## config.mk

```make
export PLATFORM = sky130hd
export DESIGN_NAME = serial_divider_driver
export DESIGN_NICKNAME = d
export VERILOG_FILES = /design/src/rtl/serial_divider_driver.sv
export SDC_FILE = /design/constraint.sdc
export NUM_CORES = 1
export LEC_CHECK = 0
export ABC_AREA = 1
export BUFFER_PORTS_ARGS = -buffer_cell sky130_fd_sc_hd__buf_2
export CAP_MARGIN = 5
export CORE_ASPECT_RATIO = 0.7
export CORE_MARGIN = 5
export CORE_UTILIZATION = 43
export DETAILED_ROUTE_END_ITERATION = 6
export GPL_ROUTABILITY_DRIVEN = 0
export PLACE_DENSITY = 0.7
export SLEW_MARGIN = 30
export SYNTH_ARGS = -nofsm -noshare
export SYNTH_HDL_FRONTEND = slang
export SYNTH_SLANG_ARGS = --single-unit
```

## constraint.sdc

```tcl
create_clock -name clk_i -period 2.7 [get_ports clk_i]
set_input_delay 0.405 -clock clk_i [delete_from_list [all_inputs] [get_ports clk_i]]
set_output_delay 0.405 -clock clk_i [all_outputs]
set_load 0.005 [all_outputs]
```

## src/rtl/serial_divider_driver.sv

```systemverilog
// serial_divider_driver
// Wishbone classic master that feeds one division job at a time into a serial
// divider peripheral and returns the result on a valid/ready stream.
//
// Ports
//   clk_i, reset_ni            clock (rising edge) and synchronous active-low reset
//   op_valid_i / op_ready_o    job handshake, operands op_dividend_i / op_divisor_i
//   res_valid_o / res_ready_i  result handshake
//   res_quotient_o, res_remainder_o, res_div0_o, res_err_o  result payload
//   wbm_*                      Wishbone classic master port
//
// Job flow: write dividend, write divisor, write CTRL.start, poll STATUS.done,
// read quotient, read remainder. A zero divisor is answered locally with no bus
// traffic. Every acked transfer is followed by one idle GAP cycle. A transfer
// that is not acked within ACK_TIMEOUT cycles, or POLL_MAX STATUS reads without
// done, ends the job with res_err_o set.
module serial_divider_driver #(
  parameter int unsigned     WBW           = 32,
  parameter int unsigned     XLEN          = 32,
  parameter int unsigned     ACK_TIMEOUT   = 64,
  parameter int unsigned     POLL_MAX      = 256,
  parameter logic [WBW-1:0]  ADR_DIVIDEND  = 32'h1000_0000,
  parameter logic [WBW-1:0]  ADR_DIVISOR   = 32'h2000_0000,
  parameter logic [WBW-1:0]  ADR_QUOTIENT  = 32'h3000_0000,
  parameter logic [WBW-1:0]  ADR_REMAINDER = 32'h4000_0000,
  parameter logic [WBW-1:0]  ADR_CTRL      = 32'h0100_0000,
  parameter logic [WBW-1:0]  ADR_STATUS    = 32'h0200_0000
) (
  input  logic              clk_i,
  input  logic              reset_ni,
  input  logic              op_valid_i,
  output logic              op_ready_o,
  input  logic [XLEN-1:0]   op_dividend_i,
  input  logic [XLEN-1:0]   op_divisor_i,
  output logic              res_valid_o,
  input  logic              res_ready_i,
  output logic [XLEN-1:0]   res_quotient_o,
  output logic [XLEN-1:0]   res_remainder_o,
  output logic              res_div0_o,
  output logic              res_err_o,
  output logic              wbm_cyc_o,
  output logic              wbm_stb_o,
  output logic              wbm_we_o,
  output logic [WBW/8-1:0]  wbm_sel_o,
  output logic [WBW-1:0]    wbm_adr_o,
  output logic [WBW-1:0]    wbm_dat_o,
  input  logic [WBW-1:0]    wbm_dat_i,
  input  logic              wbm_ack_i
);

  localparam int ACW = $clog2(ACK_TIMEOUT + 1);
  localparam int PCW = $clog2(POLL_MAX + 1);

  typedef enum logic [3:0] {
    IDLE, WR_DVD, WR_DVS, WR_GO, RD_STAT, RD_Q, RD_R, GAP, RESP
  } state_t;

  state_t           state_r, state_nxt;
  state_t           gap_to_r, gap_to_nxt;
  state_t           after_ack;
  logic [XLEN-1:0]  dvd_r, dvd_nxt;
  logic [XLEN-1:0]  dvs_r, dvs_nxt;
  logic [XLEN-1:0]  quo_r, quo_nxt;
  logic [XLEN-1:0]  rem_r, rem_nxt;
  logic             div0_r, div0_nxt;
  logic             err_r, err_nxt;
  logic [ACW-1:0]   ack_cnt_r, ack_cnt_nxt;
  logic [PCW-1:0]   poll_cnt_r, poll_cnt_nxt;
  logic             bus_req, bus_we, fail;
  logic [WBW-1:0]   bus_adr, bus_dat;

  always_ff @(posedge clk_i) begin
    if (!reset_ni) begin
      state_r    <= IDLE;
      gap_to_r   <= IDLE;
      dvd_r      <= '0;
      dvs_r      <= '0;
      quo_r      <= '0;
      rem_r      <= '0;
      div0_r     <= 1'b0;
      err_r      <= 1'b0;
      ack_cnt_r  <= '0;
      poll_cnt_r <= '0;
    end else begin
      state_r    <= state_nxt;
      gap_to_r   <= gap_to_nxt;
      dvd_r      <= dvd_nxt;
      dvs_r      <= dvs_nxt;
      quo_r      <= quo_nxt;
      rem_r      <= rem_nxt;
      div0_r     <= div0_nxt;
      err_r      <= err_nxt;
      ack_cnt_r  <= ack_cnt_nxt;
      poll_cnt_r <= poll_cnt_nxt;
    end
  end

  always_comb begin
    state_nxt    = state_r;
    gap_to_nxt   = gap_to_r;
    dvd_nxt      = dvd_r;
    dvs_nxt      = dvs_r;
    quo_nxt      = quo_r;
    rem_nxt      = rem_r;
    div0_nxt     = div0_r;
    err_nxt      = err_r;
    ack_cnt_nxt  = ack_cnt_r;
    poll_cnt_nxt = poll_cnt_r;
    after_ack    = IDLE;
    bus_req      = 1'b0;
    bus_we       = 1'b0;
    bus_adr      = '0;
    bus_dat      = '0;
    fail         = 1'b0;

    case (state_r)
      IDLE: begin
        if (op_valid_i) begin
          dvd_nxt      = op_dividend_i;
          dvs_nxt      = op_divisor_i;
          quo_nxt      = '0;
          rem_nxt      = '0;
          div0_nxt     = 1'b0;
          err_nxt      = 1'b0;
          ack_cnt_nxt  = '0;
          poll_cnt_nxt = '0;
          state_nxt    = WR_DVD;
        end
      end
      WR_DVD: begin
        // Division by zero is answered locally; the bus stays idle.
        if (dvs_r == '0) begin
          quo_nxt   = '1;
          rem_nxt   = dvd_r;
          div0_nxt  = 1'b1;
          state_nxt = RESP;
        end else begin
          bus_req   = 1'b1;
          bus_we    = 1'b1;
          bus_adr   = ADR_DIVIDEND;
          bus_dat   = WBW'(dvd_r);
          after_ack = WR_DVS;
        end
      end
      WR_DVS: begin
        bus_req   = 1'b1;
        bus_we    = 1'b1;
        bus_adr   = ADR_DIVISOR;
        bus_dat   = WBW'(dvs_r);
        after_ack = WR_GO;
      end
      WR_GO: begin
        bus_req   = 1'b1;
        bus_we    = 1'b1;
        bus_adr   = ADR_CTRL;
        bus_dat   = WBW'(1);
        after_ack = RD_STAT;
      end
      RD_STAT: begin
        bus_req = 1'b1;
        bus_adr = ADR_STATUS;
        if (wbm_dat_i[0]) begin
          after_ack = RD_Q;
        end else if (poll_cnt_r == PCW'(POLL_MAX - 1)) begin
          after_ack = RESP;
        end else begin
          after_ack = RD_STAT;
        end
        if (wbm_ack_i) begin
          poll_cnt_nxt = poll_cnt_r + PCW'(1);
          // Last permitted poll still not done: abort through the GAP cycle.
          if (!wbm_dat_i[0] && poll_cnt_r == PCW'(POLL_MAX - 1)) fail = 1'b1;
        end
      end
      RD_Q: begin
        bus_req   = 1'b1;
        bus_adr   = ADR_QUOTIENT;
        after_ack = RD_R;
        if (wbm_ack_i) quo_nxt = XLEN'(wbm_dat_i);
      end
      RD_R: begin
        bus_req   = 1'b1;
        bus_adr   = ADR_REMAINDER;
        after_ack = RESP;
        if (wbm_ack_i) rem_nxt = XLEN'(wbm_dat_i);
      end
      GAP: begin
        state_nxt = gap_to_r;
      end
      RESP: begin
        if (res_ready_i) state_nxt = IDLE;
      end
      default: begin
        state_nxt = IDLE;
      end
    endcase

    // Shared ack/timeout handling for every bus state; ack wins over timeout.
    if (bus_req) begin
      if (wbm_ack_i) begin
        state_nxt   = GAP;
        gap_to_nxt  = after_ack;
        ack_cnt_nxt = '0;
      end else if (ack_cnt_r == ACW'(ACK_TIMEOUT - 1)) begin
        state_nxt = RESP;
        fail      = 1'b1;
      end else begin
        ack_cnt_nxt = ack_cnt_r + ACW'(1);
      end
    end

    if (fail) begin
      err_nxt = 1'b1;
      quo_nxt = '0;
      rem_nxt = '0;
    end
  end

  assign wbm_cyc_o       = bus_req;
  assign wbm_stb_o       = bus_req;
  assign wbm_we_o        = bus_we;
  assign wbm_sel_o       = bus_req ? '1 : '0;
  assign wbm_adr_o       = bus_adr;
  assign wbm_dat_o       = bus_dat;
  assign op_ready_o      = (state_r == IDLE);
  assign res_valid_o     = (state_r == RESP);
  assign res_quotient_o  = quo_r;
  assign res_remainder_o = rem_r;
  assign res_div0_o      = div0_r;
  assign res_err_o       = err_r;

endmodule

```

Word-level counts from Yosys, hierarchy flattened

Index checks and enable logic that the tools add are counted.

Equality and inequality tests: 15
Muxes and demuxes: 44
Add/subtract/negate cells: 2
Reduce and logical (&&, ||, !) cells: 20
Bitwise logic cells: 1

Operators by type and width:

| operator                                                        | number |
|---|---|
| 32-bit case mux with 3 select lines                             | 3 |
| 31-bit case mux with 6 select lines                             | 1 |
| 32-bit two-way mux                                              | 5 |
| 4-bit two-way mux                                               | 9 |
| 7-bit two-way mux                                               | 5 |
| 32-bit zero test                                                | 1 |
| 29-bit two-way mux                                              | 1 |
| 4-bit case mux with 6 select lines                              | 1 |
| 4-bit case mux with 5 select lines                              | 1 |
| 9-bit two-way mux                                               | 2 |
| 9-bit case mux with 2 select lines                              | 1 |
| 4-bit by 3-bit == test with 1-bit output, second input constant | 4 |
| 1-bit two-way mux                                               | 11 |
| 2-bit inequality test, second input constant                    | 5 |
| 9-bit by 1-bit adder with 9-bit output, second input constant   | 1 |
| 9-bit by 8-bit == test with 1-bit output, second input constant | 1 |
| 4-bit by 2-bit == test with 1-bit output, second input constant | 2 |
| 4-bit AND reduction                                             | 2 |
| 2-bit nonzero test                                              | 4 |
| 7-bit by 1-bit adder with 7-bit output, second input constant   | 1 |
| 7-bit by 6-bit == test with 1-bit output, second input constant | 1 |
| 1-bit case mux with 2 select lines                              | 3 |
| 2-bit AND reduction                                             | 3 |
| 3-bit AND reduction                                             | 2 |
| other kinds (10)                                                | 12 |

Output and inout port bits: 139
Word-level logic and storage cells: 92
Input port bits: 101
Register bits after elaboration: 154

Logic depth before layout (Yosys ltp)

Depth after elaboration: 10
Mapped depth: 13
Gate-level depth less buffers: 12

Worst setup path after synthesis

Ideal clock, no wire load.

Kind: register -> register
Start point: register poll_cnt_r[0]
End point: register quo_r[0], in the netlist res_quotient_o[0]
Setup time: 120 ps
Period minus slack after synthesis: 1872 ps
Setup slack: 828 ps
Stages on the path, launching flop included: 14
Data arrival time: 1753 ps
Path buffers: 1
Data required time: 2580 ps
Cells stage by stage: dfxtp_1 > ha_1 > nand2_1 > nor3_1 > and3_1 > ha_1 > nand2_1 > inv_1 > nand3_1 > o21ai_1 > nand2_1 > nand2_2 > buf_2 > a21oi_1

Longest elaborated chain between the ends: 9

Ends and longest elaborated chain:

| element                                    | line | source |
|---|---|---|
| from (decl)                                | 68   | `logic [PCW-1:0] poll_cnt_r, poll_cnt_nxt;` |
| from (signal assigned)                     | 94   | `poll_cnt_r <= poll_cnt_nxt;` |
| 9-bit by 8-bit == test with 1-bit output * | 172  | `if (!wbm_dat_i[0] && poll_cnt_r == PCW'(POLL_MAX - 1)) fail = 1'b1;` |
| 1-bit logical AND *                        | 172  |  |
| 1-bit two-way mux *                        | 172  |  |
| 1-bit two-way mux *                        | 169  | `if (wbm_ack_i) begin` |
| 1-bit two-way mux *                        | 116  | `case (state_r)` |
| 1-bit two-way mux                          | 204  | `end else if (ack_cnt_r == ACW'(ACK_TIMEOUT - 1)) begin` |
| 1-bit two-way mux                          | 200  | `if (wbm_ack_i) begin` |
| 1-bit two-way mux *                        | 199  | `if (bus_req) begin` |
| 2-bit OR reduction (no line) *             | --   |  |
| to (signal assigned)                       | 89   | `quo_r <= quo_nxt;` |
| to (decl)                                  | 63   | `logic [XLEN-1:0] quo_r, quo_nxt;` |

Mark *: on every way between the ends. The rest lies on a longest branch, timed or not.
A chain may end at the register's enable or synchronous reset.

Worst setup path in the final report

Start point: register state_r[0]
End point: output wbm_dat_o[1]

Longest elaborated chain between the ends: 2
Elaborated cells on any way between the ends: 4
Classes of those cells: eq/ne: 3; mux: 1

Ends and longest elaborated chain:

| element                                                                                                     | line | source |
|---|---|---|
| from (decl)                                                                                                 | 58   | `state_t state_r, state_nxt;` |
| from (signal assigned)                                                                                      | 85   | `state_r <= state_nxt;` |
| 4-bit by 2-bit == test with 1-bit output / 4-bit by 1-bit == test with 1-bit output (equally long branches) | 116  |  |
| 32-bit case mux with 3 select lines *                                                                       | 116  |  |
| to (decl)                                                                                                   | 46   | `output logic [WBW-1:0] wbm_dat_o,` |

Marked as above.

==> run_summary.xml <==
<?xml version="1.0" encoding="UTF-8"?>
<metrics>
  <group name="grt">
    <metric name="overflow" unit="">0</metric>
    <metric name="global_route_wire_length_before_repair" unit="um">38200</metric>
    <metric name="antenna_found_initial" unit="">1</metric>
    <metric name="grt_max_degree" unit="">135</metric>
    <metric name="vias_in_the_first_global_route" unit="">6940</metric>
    <metric name="globalRouteTotalUtil" unit="%">23.92</metric>
  </group>
  <group name="die">
    <metric name="dieWidth" unit="um">166.4</metric>
    <metric name="start_util" unit="%">43.38</metric>
    <metric name="die_y" unit="um">119.5</metric>
    <metric name="dieArea" unit="mm2">0.01987</metric>
    <metric name="num_io_pins" unit="">240</metric>
    <metric name="core-area" unit="mm2">0.01697</metric>
    <metric name="fp-row-count" unit="">40</metric>
  </group>
  <group name="sta">
    <metric name="slew_violations" unit="">0</metric>
    <metric name="grt_setup_unrepaired" unit="">no</metric>
    <metric name="report.final.hold_viol_count" unit="">0</metric>
    <metric name="finalSetupViolCount" unit="">0</metric>
    <metric name="clock-skew-final" unit="ns">0.009922</metric>
    <metric name="final_period_minus_worst_setup_slack" unit="ns">2.579</metric>
    <metric name="final.setup.tns" unit="ns">0</metric>
    <metric name="maximum_clock_frequency" unit="MHz">387.7</metric>
    <metric name="fin_ws" unit="ns">0.1209</metric>
    <metric name="hold_ws" unit="ns">0.2403</metric>
    <metric name="min_period_over_period" unit="%">95.52</metric>
  </group>
  <group name="setup_path">
    <metric name="cpPeakStageDelay" unit="ns">0.43</metric>
    <metric name="cpMaxStageDelayCell" unit="">sky130_fd_sc_hd__dfxtp_1</metric>
    <metric name="worst-path-buf-inv" unit="">3</metric>
    <metric name="worstSetupPathType" unit="">reg2out</metric>
    <metric name="worst_path_dominant_cell_family" unit="">buffers and inverters</metric>
    <metric name="worst_setup_path_start_kind" unit="">flop</metric>
    <metric name="cp_data_required_time" unit="ns">2.30</metric>
    <metric name="cp.depth" unit="">6</metric>
    <metric name="r2r_start" unit="">state_r[0]</metric>
    <metric name="cp-end-kind" unit="">output pin</metric>
    <metric name="worstPathArrival" unit="ns">2.17</metric>
    <metric name="r2r_cells" unit="">10</metric>
    <metric name="critical_path.cell_chain" unit="">inv_2 -&gt; nor2_2 -&gt; nand2_4 -&gt; buf_4 -&gt; o32ai_1 -&gt; buf_2</metric>
    <metric name="crit_fanout" unit="">36</metric>
    <metric name="crit_start" unit="">state_r[0]</metric>
    <metric name="slack_of_the_worst_reg_to_reg_path" unit="ns">0.47</metric>
  </group>
  <group name="placed_design">
    <metric name="place_hpwl" unit="um">17510</metric>
    <metric name="pre_cts_ws" unit="ns">0.5099</metric>
    <metric name="placed_cells" unit="">1396</metric>
    <metric name="dpl_cell_area" unit="mm2">0.008454</metric>
    <metric name="numPortBuffers" unit="">212</metric>
  </group>
  <group name="routing">
    <metric name="drc" unit="">0</metric>
    <metric name="drtPass1Iterations" unit="">6</metric>
    <metric name="route.vias.total" unit="">7663</metric>
    <metric name="dr.first_iter.drc_count" unit="">950</metric>
    <metric name="routedWlPerCell" unit="um">17.36</metric>
    <metric name="route.detailed.vias_per_inst" unit="">5.366</metric>
    <metric name="totalWireLength" unit="um">24790</metric>
    <metric name="antenna_violating_nets_post_route" unit="">0</metric>
  </group>
  <group name="layout">
    <metric name="layout.cells.most_common" unit="">sky130_fd_sc_hd__buf_2</metric>
    <metric name="postLayoutCoreUtil" unit="%">53.08</metric>
    <metric name="layout-drive-gt1-share" unit="%">23.73</metric>
    <metric name="antennaDiodeCount" unit="">0</metric>
    <metric name="syn_to_final_growth" unit="%">22.37</metric>
    <metric name="layout_common_cells" unit="">sky130_fd_sc_hd__buf_2 (212), sky130_fd_sc_hd__dfxtp_1 (154), sky130_fd_sc_hd__a21oi_1 (146)</metric>
    <metric name="nets" unit="">1288</metric>
    <metric name="fin_area" unit="mm2">0.009006</metric>
    <metric name="post_layout_nonfiller_instances" unit="">1428</metric>
  </group>
  <group name="clocking">
    <metric name="number_of_buffers_between_clock_root_and_the_deepest_sink" unit="">2</metric>
    <metric name="tritoncts_num_sinks" unit="">154</metric>
    <metric name="tritoncts_buffers" unit="">17</metric>
    <metric name="cts.root.buffer_cell" unit="">sky130_fd_sc_hd__clkbuf_16</metric>
    <metric name="cts_tree" unit="">done</metric>
    <metric name="clk_transition_reported_paths" unit="ns">0.06</metric>
    <metric name="hold_buffers" unit="">0</metric>
    <metric name="insertion_delay" unit="ns">0.42</metric>
    <metric name="clock_tree.htree_level_count" unit="">4</metric>
  </group>
  <group name="run_status">
    <metric name="status" unit="">complete, no violations</metric>
  </group>
  <group name="yosys">
    <metric name="post_synth_inst_count" unit="">1019</metric>
    <metric name="synth_area_leader_cell" unit="">sky130_fd_sc_hd__dfxtp_1</metric>
    <metric name="seq_area_frac_synth" unit="%">41.89</metric>
    <metric name="synth_warnings" unit="">0</metric>
    <metric name="avgSynthCellArea" unit="um2">7.222</metric>
    <metric name="synthDistinctLibCells" unit="">31</metric>
    <metric name="synth_area" unit="mm2">0.007360</metric>
    <metric name="synth_top_area_share" unit="%">41.89</metric>
    <metric name="ys_seq_elements" unit="">154</metric>
    <metric name="post_synth_main_area_contributors" unit="">sky130_fd_sc_hd__dfxtp_1 (42%), sky130_fd_sc_hd__a21oi_1 (9.9%), sky130_fd_sc_hd__o21ai_0 (7.1%), sky130_fd_sc_hd__nand2_1 (6.8%), sky130_fd_sc_hd__inv_1 (6.3%)</metric>
  </group>
  <group name="power_and_ir_drop">
    <metric name="totalPowerFinal" unit="mW">9.807</metric>
    <metric name="power.density" unit="mW/mm2">1089</metric>
    <metric name="vdd.ir_drop.worst" unit="uV">469.8</metric>
    <metric name="p_leak" unit="nW">3.964</metric>
  </group>
  <group name="min_path">
    <metric name="min_delay_path_depth" unit="">3</metric>
    <metric name="hp-start" unit="">op_divisor_i[0]</metric>
    <metric name="min_path_type" unit="">in2reg</metric>
  </group>
  <group name="job">
    <metric name="max_capacitance_violation_count" unit="">0</metric>
  </group>
</metrics>
Yosys cell counts:
library cell / instances
sky130_fd_sc_hd__a21oi_1: 146
sky130_fd_sc_hd__and3_1: 1
sky130_fd_sc_hd__buf_1: 4
sky130_fd_sc_hd__buf_2: 23
sky130_fd_sc_hd__buf_4: 32
sky130_fd_sc_hd__clkbuf_1: 51
sky130_fd_sc_hd__conb_1: 1
sky130_fd_sc_hd__dfxtp_1: 154
sky130_fd_sc_hd__ha_1: 3
sky130_fd_sc_hd__inv_1: 123
sky130_fd_sc_hd__inv_2: 10
sky130_fd_sc_hd__nand2_1: 134
sky130_fd_sc_hd__nand2_2: 5
sky130_fd_sc_hd__nand3_1: 21
sky130_fd_sc_hd__nand3_2: 1
sky130_fd_sc_hd__nand4_1: 67
sky130_fd_sc_hd__nor2_1: 47
sky130_fd_sc_hd__nor2_2: 4
sky130_fd_sc_hd__nor3_1: 5
sky130_fd_sc_hd__nor3_2: 1
sky130_fd_sc_hd__o211a_1: 1
sky130_fd_sc_hd__o211ai_1: 1
sky130_fd_sc_hd__o21ai_0: 105
sky130_fd_sc_hd__o21ai_1: 6
sky130_fd_sc_hd__o21ai_4: 1
sky130_fd_sc_hd__o22ai_1: 33
sky130_fd_sc_hd__o32ai_1: 32
sky130_fd_sc_hd__or2_0: 1
sky130_fd_sc_hd__or2_2: 1
sky130_fd_sc_hd__xnor2_1: 1
sky130_fd_sc_hd__xor2_1: 4
worst register-to-register path, stage by stage, from the launching register on:
cell and delay [ns]:
sky130_fd_sc_hd__dfxtp_1 0.43, sky130_fd_sc_hd__inv_2 0.08, sky130_fd_sc_hd__nor2_2 0.16, sky130_fd_sc_hd__nand2_4 0.27
sky130_fd_sc_hd__inv_2 0.19, sky130_fd_sc_hd__o21ai_4 0.10, sky130_fd_sc_hd__nand2_2 0.28, sky130_fd_sc_hd__nand2_1 0.12
sky130_fd_sc_hd__nand2_2 0.09, sky130_fd_sc_hd__buf_12 0.27, sky130_fd_sc_hd__a21oi_1 0.12
final timing paths:
path,endpoint
setup / recovery,wbm_dat_o[1]
hold / removal,dvs_r[0]
setup reg to reg,res_remainder_o[13]
hold reg to reg,res_div0_o
layer usage:
layer  routed length (um)  global-route usage (%)  vias to the layer above
met1                11880                   36.11                     3474
met4                  421                   6.745                        2
li1                     -                       -                     3744
met3                 2738                   8.228                       36
met2                 9740                   31.73                      407
met5                   13                       0                        -
timing repair:
item	CTS	global route
gates resized for setup	0	1
setup buffers	0	0
endpoints found under the setup margin	0	1
flip-flops by register name, summed over array words and instances, names as in the netlist:
signal	cells
res_div0_o	1
ack_cnt_r	7
dvs_r	32
res_remainder_o	32
dvd_r	32
res_err_o	1
res_quotient_o	32
state_r	4
gap_to_r	4
poll_cnt_r	9
power by group:
group	internal (mW)	leakage (nW)	switching (mW)	total [mW]
clock network	1.29	0.267	0.972	2.26
logic	1.36	2.44	3.05	4.41
registers	2.86	1.26	0.282	3.14
total	5.50	3.96	4.30	9.81
logic make-up after synthesis:
group           after synthesis  synth area share [%]
buf+inv                     243                 14.42
fa+ha+maj                     3                0.5101
other cells                   1               0.05095
simple gates                288                 17.99
xor+xnor                      5                0.5950
compound gates              325                 24.55
flops                       154                 41.89
layout make-up:
type | instances | area [um2]
clock buffers | 21 | 450.4
repair buffers | 230 | 1259
flip-flops and latches | 154 | 3083
clock inverters | 11 | 96.34
multi-input cells | 648 | 3328
well taps | 231 | 289.0
inverters | 133 | 500.5
fillers | 1714 | 7960
Power figures use the tool's default switching activity.
